[config.mk]
export PLATFORM = sky130hd
export DESIGN_NAME = mux4_rr_arbiter
export DESIGN_NICKNAME = d
export VERILOG_FILES = /design/src/rtl/mux4_rr_arbiter.sv
export SDC_FILE = /design/constraint.sdc
export NUM_CORES = 1
export LEC_CHECK = 0
export BUFFER_PORTS_ARGS = -buffer_cell sky130_fd_sc_hd__buf_2
export CAP_MARGIN = 0
export CORE_AREA = 5 5 58 86
export CTS_CLUSTER_DIAMETER = 200
export DETAILED_ROUTE_END_ITERATION = 16
export DIE_AREA = 0 0 63 91
export PLACE_DENSITY = 0.5
export RECOVER_POWER = 100
export SLEW_MARGIN = 25
export SYNTH_ARGS = -nofsm -noshare
export SYNTH_HDL_FRONTEND = slang
export SYNTH_SLANG_ARGS = --single-unit
[constraint.sdc]
create_clock -name clk -period 3.1 [get_ports clk]
set_input_delay 0.465 -clock clk [delete_from_list [all_inputs] [get_ports clk]]
set_output_delay 0.465 -clock clk [all_outputs]
set_load 0.02 [all_outputs]
[src/rtl/mux4_rr_arbiter.sv]
// Round-robin arbiter for the shared 4-to-1 mux. It owns the mux select and
// registers the granted word into a single-entry output stage.
//
// state | meaning
// IDLE  | output register empty
// HOLD  | output register holds a word waiting for out_ready
module mux4_rr_arbiter #(
  parameter int WIDTH = 8
) (
  input  logic             clk,
  input  logic             rst,
  input  logic [3:0]       req_valid,
  input  logic [WIDTH-1:0] req_data0,
  input  logic [WIDTH-1:0] req_data1,
  input  logic [WIDTH-1:0] req_data2,
  input  logic [WIDTH-1:0] req_data3,
  output logic [3:0]       req_ready,
  output logic [1:0]       sel,
  output logic             out_valid,
  output logic [WIDTH-1:0] out_data,
  input  logic             out_ready,
  output logic             busy
);

  localparam logic [0:0] IDLE = 1'b0;
  localparam logic [0:0] HOLD = 1'b1;

  logic [0:0]       state_q, state_d;
  logic [1:0]       ptr_q, ptr_d;
  logic [1:0]       sel_q, sel_d;
  logic             out_valid_q, out_valid_d;
  logic [WIDTH-1:0] out_data_q, out_data_d;

  logic             can_accept;
  logic             grant_vld;
  logic [1:0]       grant_idx;
  logic [1:0]       scan_idx;
  logic             take;
  logic [WIDTH-1:0] grant_data;

  // Scan starting at ptr; the first valid requester in rotation wins.
  always_comb begin
    grant_vld = 1'b0;
    grant_idx = 2'b00;
    scan_idx  = 2'b00;
    for (int k = 0; k < 4; k++) begin
      scan_idx = ptr_q + 2'(k);
      if (!grant_vld && req_valid[scan_idx]) begin
        grant_vld = 1'b1;
        grant_idx = scan_idx;
      end
    end
  end

  always_comb begin
    case (grant_idx)
      2'd0:    grant_data = req_data0;
      2'd1:    grant_data = req_data1;
      2'd2:    grant_data = req_data2;
      default: grant_data = req_data3;
    endcase
  end

  assign can_accept = (state_q == IDLE) || out_ready;
  // The rst term keeps req_ready low while reset is asserted, even with requests pending.
  assign take       = grant_vld && can_accept && !rst;

  always_comb begin
    state_d     = state_q;
    ptr_d       = ptr_q;
    sel_d       = sel_q;
    out_valid_d = out_valid_q;
    out_data_d  = out_data_q;
    if (take) begin
      out_data_d  = grant_data;
      sel_d       = grant_idx;
      ptr_d       = grant_idx + 2'd1;
      out_valid_d = 1'b1;
      state_d     = HOLD;
    end else if ((state_q == HOLD) && out_ready) begin
      out_valid_d = 1'b0;
      state_d     = IDLE;
    end
  end

  always_ff @(posedge clk or posedge rst) begin
    if (rst) begin
      state_q     <= IDLE;
      ptr_q       <= 2'b00;
      sel_q       <= 2'b00;
      out_valid_q <= 1'b0;
      out_data_q  <= '0;
    end else begin
      state_q     <= state_d;
      ptr_q       <= ptr_d;
      sel_q       <= sel_d;
      out_valid_q <= out_valid_d;
      out_data_q  <= out_data_d;
    end
  end

  assign req_ready = take ? (4'b0001 << grant_idx) : 4'b0000;
  assign sel       = sel_q;
  assign out_valid = out_valid_q;
  assign out_data  = out_data_q;
  assign busy      = out_valid_q | (|req_valid);

endmodule

; After elaboration in Yosys (flattened, before gate mapping)
; Index checks and enable logic that the tools add are counted.
[totals]
regBits = 13
wordCells = 51
out_inout_bits = 16
in_bits = 39
[classes]
muxes = 20
order_cmp = 4
bitwise_logic = 2
add_sub_neg = 4
n_reduce_logical = 14
eq_ne = 2
shift = 1
[ops]
columns = cell, n
row1 = 8-bit case mux with 3 select lines, 1
row2 = 2-bit by 3-bit less-than comparator with 1-bit output (second input constant), 4
row3 = 1-bit 2-to-1 mux, 10
row4 = 1-bit binary-select mux with 2-bit select, 4
row5 = 2-bit 2-to-1 mux, 4
row6 = 1-bit logical AND, 6
row7 = 2-bit by 1-bit adder with 2-bit output (second input constant), 2
row8 = 2-bit adder (second input constant), 2
row9 = 1-bit logical NOT, 4
row10 = 4-bit 2-to-1 mux, 1
row11 = 4-bit OR reduction, 1
row12 = 1-bit by 2-bit left shift with 4-bit output (first input constant), 1
row13 = 2-bit by 1-bit equality test with 1-bit output (second input constant), 1
row14 = 2-bit equality test (second input constant), 1
row15 = 2-bit logical NOT, 1
row16 = 2-bit nonzero test, 1
row17 = 1-bit logical OR, 1
row18 = 1-bit inverter, 1
row19 = 1-bit bitwise OR, 1

; Logic depth before layout (Yosys ltp)
[logic_depth]
ltp_word = 15
mapped_depth = 8
depth_no_buf = 7

; Worst setup path after synthesis
; OpenSTA, ideal clock, no wires.
[synth_path]
path_type = input-to-output
from = input port req_valid[2]
to = output port req_ready[1]
path_slack_ps = 702
t_required_ps = 2635
arrival_ps = 1933
n_path_buf = 1
cell_stages = 6
path_cell_list = or4_1 > and2_1 > and3_1 > ha_1 > clkbuf_1 > and2_1
[synth_between]
word_cells_on_any_way = 26
classes_between = shift (1) / mux (17) / reduce/logical (8)
[synth_lines]
columns = element, line
row1 = start: declaration, 12  ; input logic [3:0] req_valid,
row2 = 1-bit binary-select mux with 2-bit select, 48  ; if (!grant_vld && req_valid[scan_idx]) begin
row3 = 1-bit 2-to-1 mux (implied by the code), 48
row4 = 1-bit 2-to-1 mux, 48
row5 = 1-bit logical NOT, 48
row6 = 1-bit logical AND, 48
row7 = 1-bit 2-to-1 mux, 48
row8 = 1-bit logical NOT, 48
row9 = 1-bit logical AND, 48
row10 = 1-bit 2-to-1 mux, 48
row11 = 1-bit logical NOT, 48
row12 = 1-bit logical AND, 48
row13 = 2-bit 2-to-1 mux (*), 48
row14 = via grant_idx[0], 36  ; logic [1:0] grant_idx;
row15 = 1-bit by 2-bit left shift with 4-bit output (*), 102  ; assign req_ready = take ? (4'b0001 << grant_idx) : 4'b0000;
row16 = 4-bit 2-to-1 mux (*), 102
row17 = end: declaration, 17  ; output logic [3:0] req_ready,
; Mark *: on every way through the listed nets, which the timed path passes. The rest lies on a longest branch. The select of a mux whose other input is x is not followed.

; Final worst setup path
[layout_path]
from = input port req_valid[2]
to = output port req_ready[0]
[layout_between]
elab_chain_cells = 15
word_cells_on_any_way = 26
classes_between = shift (1) / mux (17) / reduce/logical (8)
[layout_lines]
columns = element, line
row1 = 1-bit binary-select mux with 2-bit select, 48
row2 = 1-bit 2-to-1 mux (implied by the code), 48
row3 = 1-bit 2-to-1 mux, 48
row4 = 1-bit logical NOT, 48
row5 = 1-bit logical AND, 48
row6 = 1-bit 2-to-1 mux, 48
row7 = 1-bit logical NOT, 48
row8 = 1-bit logical AND, 48
row9 = 1-bit 2-to-1 mux, 48
row10 = 1-bit logical NOT, 48
row11 = 1-bit logical AND, 48
row12 = 1-bit 2-to-1 mux, 48
row13 = 1-bit logical AND (2 in series), 66  ; assign take = grant_vld && can_accept && !rst;
row14 = 4-bit 2-to-1 mux (*), 102
; Every way passes the cells marked *; elsewhere a longest branch is shown, timed or not. The select of a mux whose other input is x is not followed.

==> impl_metrics.csv <==
group,metric,value,unit
sta,worst_pin_slew,917,ps
global_routing,grt_pass1_vias,1090,
clocking,path_clk_slew,60,ps
yosys,synth_mux_area_share,13.5,%
yosys,synth_seq_cells,13,
floorplanning,initial_utilization,23.7,%
final_layout,mostFrequentLayoutCells,"buf_2, a21oi_1, clkbuf_1",
final_layout,final_cell_area,1300,sq um
global_routing,grt_use_total,11.1,%
global_routing,met3_usage,3.09,%
yosys,async_reset_ff_share,100,%
place,placedInstanceArea,1320,sq um
final_layout,fin_nets,204,
final_layout,final_core_util,31.2,%
global_routing,grt_most_used_layer,"met2",
setup_path,crit_path_end,"req_ready[0]",
worst_hold_path,min_path_type,"in2async",
sta,setup_ws,372,ps
setup_path,crit_family,"simple AND/OR/NAND/NOR gates",
sta,fin_skew,5.46,ps
global_routing,antenna_found_initial,0,
setup_path,max_stage_delay,810,ps
final_layout,n_antenna_cell,0,
final_layout,regArea,325,sq um
clocking,cts_inserted_buffers,3,
sta,finalSetupViolCount,0,
place,dp_slack,427,ps
clocking,cts_resized,0,
yosys,synth_simple_gate_area_share,21.6,%
final_layout,area_growth,31.3,%
clocking,holdBufCountCts,0,
yosys,synth-compound-area-share,22.0,%
global_routing,grt.met1_usage,12.5,%
sta,timing.hold.ws,371,ps
place,port_buffers,54,
setup_path,crit_type,"in2out",
yosys,syn_inst,103,
yosys,netlist_area,991,sq um
final_layout,final_common_cell,"buf_2",
setup_path,worst-path-stages,6,
yosys,yosysSeqAreaShare,32.8,%
setup_path,cp.buffers_inverters,3,
setup_path,rr_endpoint,"out_data[2]",
clocking,numClockSinks,13,
global_routing,grt.overflow.total,0,
sta,max_freq,367,MHz
setup_path,cp_max_fo,7,
yosys,yosysTopAreaCell,"dfrtp_1",
yosys,netlist_top_cells_area,"dfrtp_1, a21oi_1, mux2_4, ha_1, nor2b_1",
clocking,root_buffer,"clkbuf_8",
yosys,synthAdderAreaFrac,6.31,%
yosys,yosysTopAreaCellShare,32.8,%
floorplanning,io_pins,55,
route,routed_wirelength,3020,um
setup_path,r2r-start,"ptr_q[1]",
clocking,clockBufferDepth,2,
clocking,htreeDepth,1,
yosys,synth_edf_count,0,
setup_path,path_cells,"clkbuf_1, nor4_1, nor3_2, clkbuf_1, and2_1, buf_2",
setup_path,regToRegSetupSlack,750,ps
clocking,post-cts-setup-buffer-count,0,
clocking,cts_tree,"built",
route,drt_iter0_drc,32,
global_routing,grt_start_max_net_pins,17,
floorplanning,die_area,5730,sq um
floorplanning,die_w,63,um
pwr,power_density,753,nW/um^2
pwr,leakagePower,0.600,nW
route,drt_first_pass_iters,4,
sta,post-route-period-util,88.0,%
floorplanning,die_h,91,um
global_routing,use_met2,20.2,%
yosys,syn_nets,147,
setup_path,critPathSlowestCell,"nor4_1",
route,post_drt_wl_per_cell,14.7,um
route,drc,0,
yosys,synthFlopType,"dfrtp_1",
place,place.detailed.hpwl,2480,um
clocking,worstSkewPairLatency,240,ps
yosys,syn_area_per_cell,9.62,sq um
sta,slew_headroom,38.3,%
yosys,ys_types,31,
route,vias_per_cell,4.79,
job,drv_cap,0,
setup_path,startpoint_type,"input pin",
sta,finalMaxSlewViolations,0,
final_layout,fillers,457,
setup_path,startpoint,"req_valid[2]",
yosys,synth_top_family_by_area,"compound AO/OA/AOI/OAI gates",
final_layout,drive_above_1_share,32.1,%
place,gp_congestion,0.789,
yosys,yosysWarnings,0,
sta,hold_viol,0,
setup_path,end_kind,"output port",
global_routing,grt_pass1_wl,5230,um
sta,rsz0062_at_grt,"false",
setup_path,crit_required,2630,ps
status,status,"finished clean",
final_layout,multiInputGateArea,591,sq um
pwr,ir_drop,284,uV
sta,fin_crit,2730,ps
setup_path,crit_arrival,2260,ps
setup_path,crit_top_cell,"clkbuf_1",
setup_path,r2r_cells,7,
sta,tns,0,ps
floorplanning,core_area,4170,sq um
route,vias,981,
yosys,synth_xor_area_share,0,%
route,ant_nets,0,
floorplanning,placementRows,29,
## power breakdown
part | switching [W] | internal (W) | leakage, nW | total, W
Clock | 0.0000611 | 0.0000907 | 0.0228 | 0.000152
Sequential | 0.0000462 | 0.000244 | 0.155 | 0.000290
Combinational | 0.000315 | 0.000223 | 0.422 | 0.000538
Total | 0.000422 | 0.000558 | 0.600 | 0.000980
## worst min-delay path by stage
| stage | endpoint | slack (ps) |
|---|---|---|
| floorplan | out_data[0] | 360 |
| global placement | out_data[2] | 490 |
| detailed placement | out_data[2] | 490 |
| CTS | out_data[2] | 350 |
| global route | sel[0] | 450 |
| finish | sel[0] | 370 |
## metrics by stage
| step | power, W | std cells |
|---|---|---|
| 6_report | 0.000980 | 205 |
| 5_1_grt | 0.00108 | 205 |
| 4_1_cts | 0.00107 | 205 |
| 3_5_place_dp | 0.000906 | 201 |
| 3_3_place_gp | 0.000892 | 201 |
| 2_1_floorplan | 0.000706 | 103 |
## cells by family after synthesis
| logic type | after synthesis |
|---|---|
| buf+inv | 8 |
| simple gates | 32 |
| mux | 10 |
| flops | 13 |
| fa+ha+maj | 5 |
| compound gates | 35 |
## registers in the layout (all words and copies together) (netlist names)
register	count
out_valid	1
sel	2
out_data	8
ptr_q	2
## layout make-up
type / instances / share of cell area (%)
inverter: 3 / 0.865
timing repair buffer: 57 / 20.9
clock buffer: 4 / 3.46
sequential: 13 / 25.0
multi-input combinational: 82 / 45.4
tap: 46 / 4.42
## per-layer routing
| metal | up-vias | part of all wire, % |
|---|---|---|
| li1 | 489 | - |
| met1 | 459 | 38 |
| met2 | 31 | 54 |
| met3 | 2 | 7.1 |
| met4 | 0 | 0.50 |
| met5 | - | 0 |
## Yosys cell counts, types with 2 or more instances
cell type  number
nand2b_1        3
inv_1           3
nor2_1          2
and2_1          5
clkbuf_1        3
ha_1            5
a22oi_1         8
nand3_1         2
o31ai_1         5
nor2b_1        10
a21oi_1        18
mux2_2          3
dfrtp_1        13
mux2_4          6
## worst register-to-register path, cell delays in order (launching register included)
cell,delay [ps]
dfrtp_1,420
or3b_2,500
and2_0,180
and3_1,210
ha_1,350
a21oi_1,190
a21oi_1,90
mux2_1,300
Power figures use the tool's default switching activity.
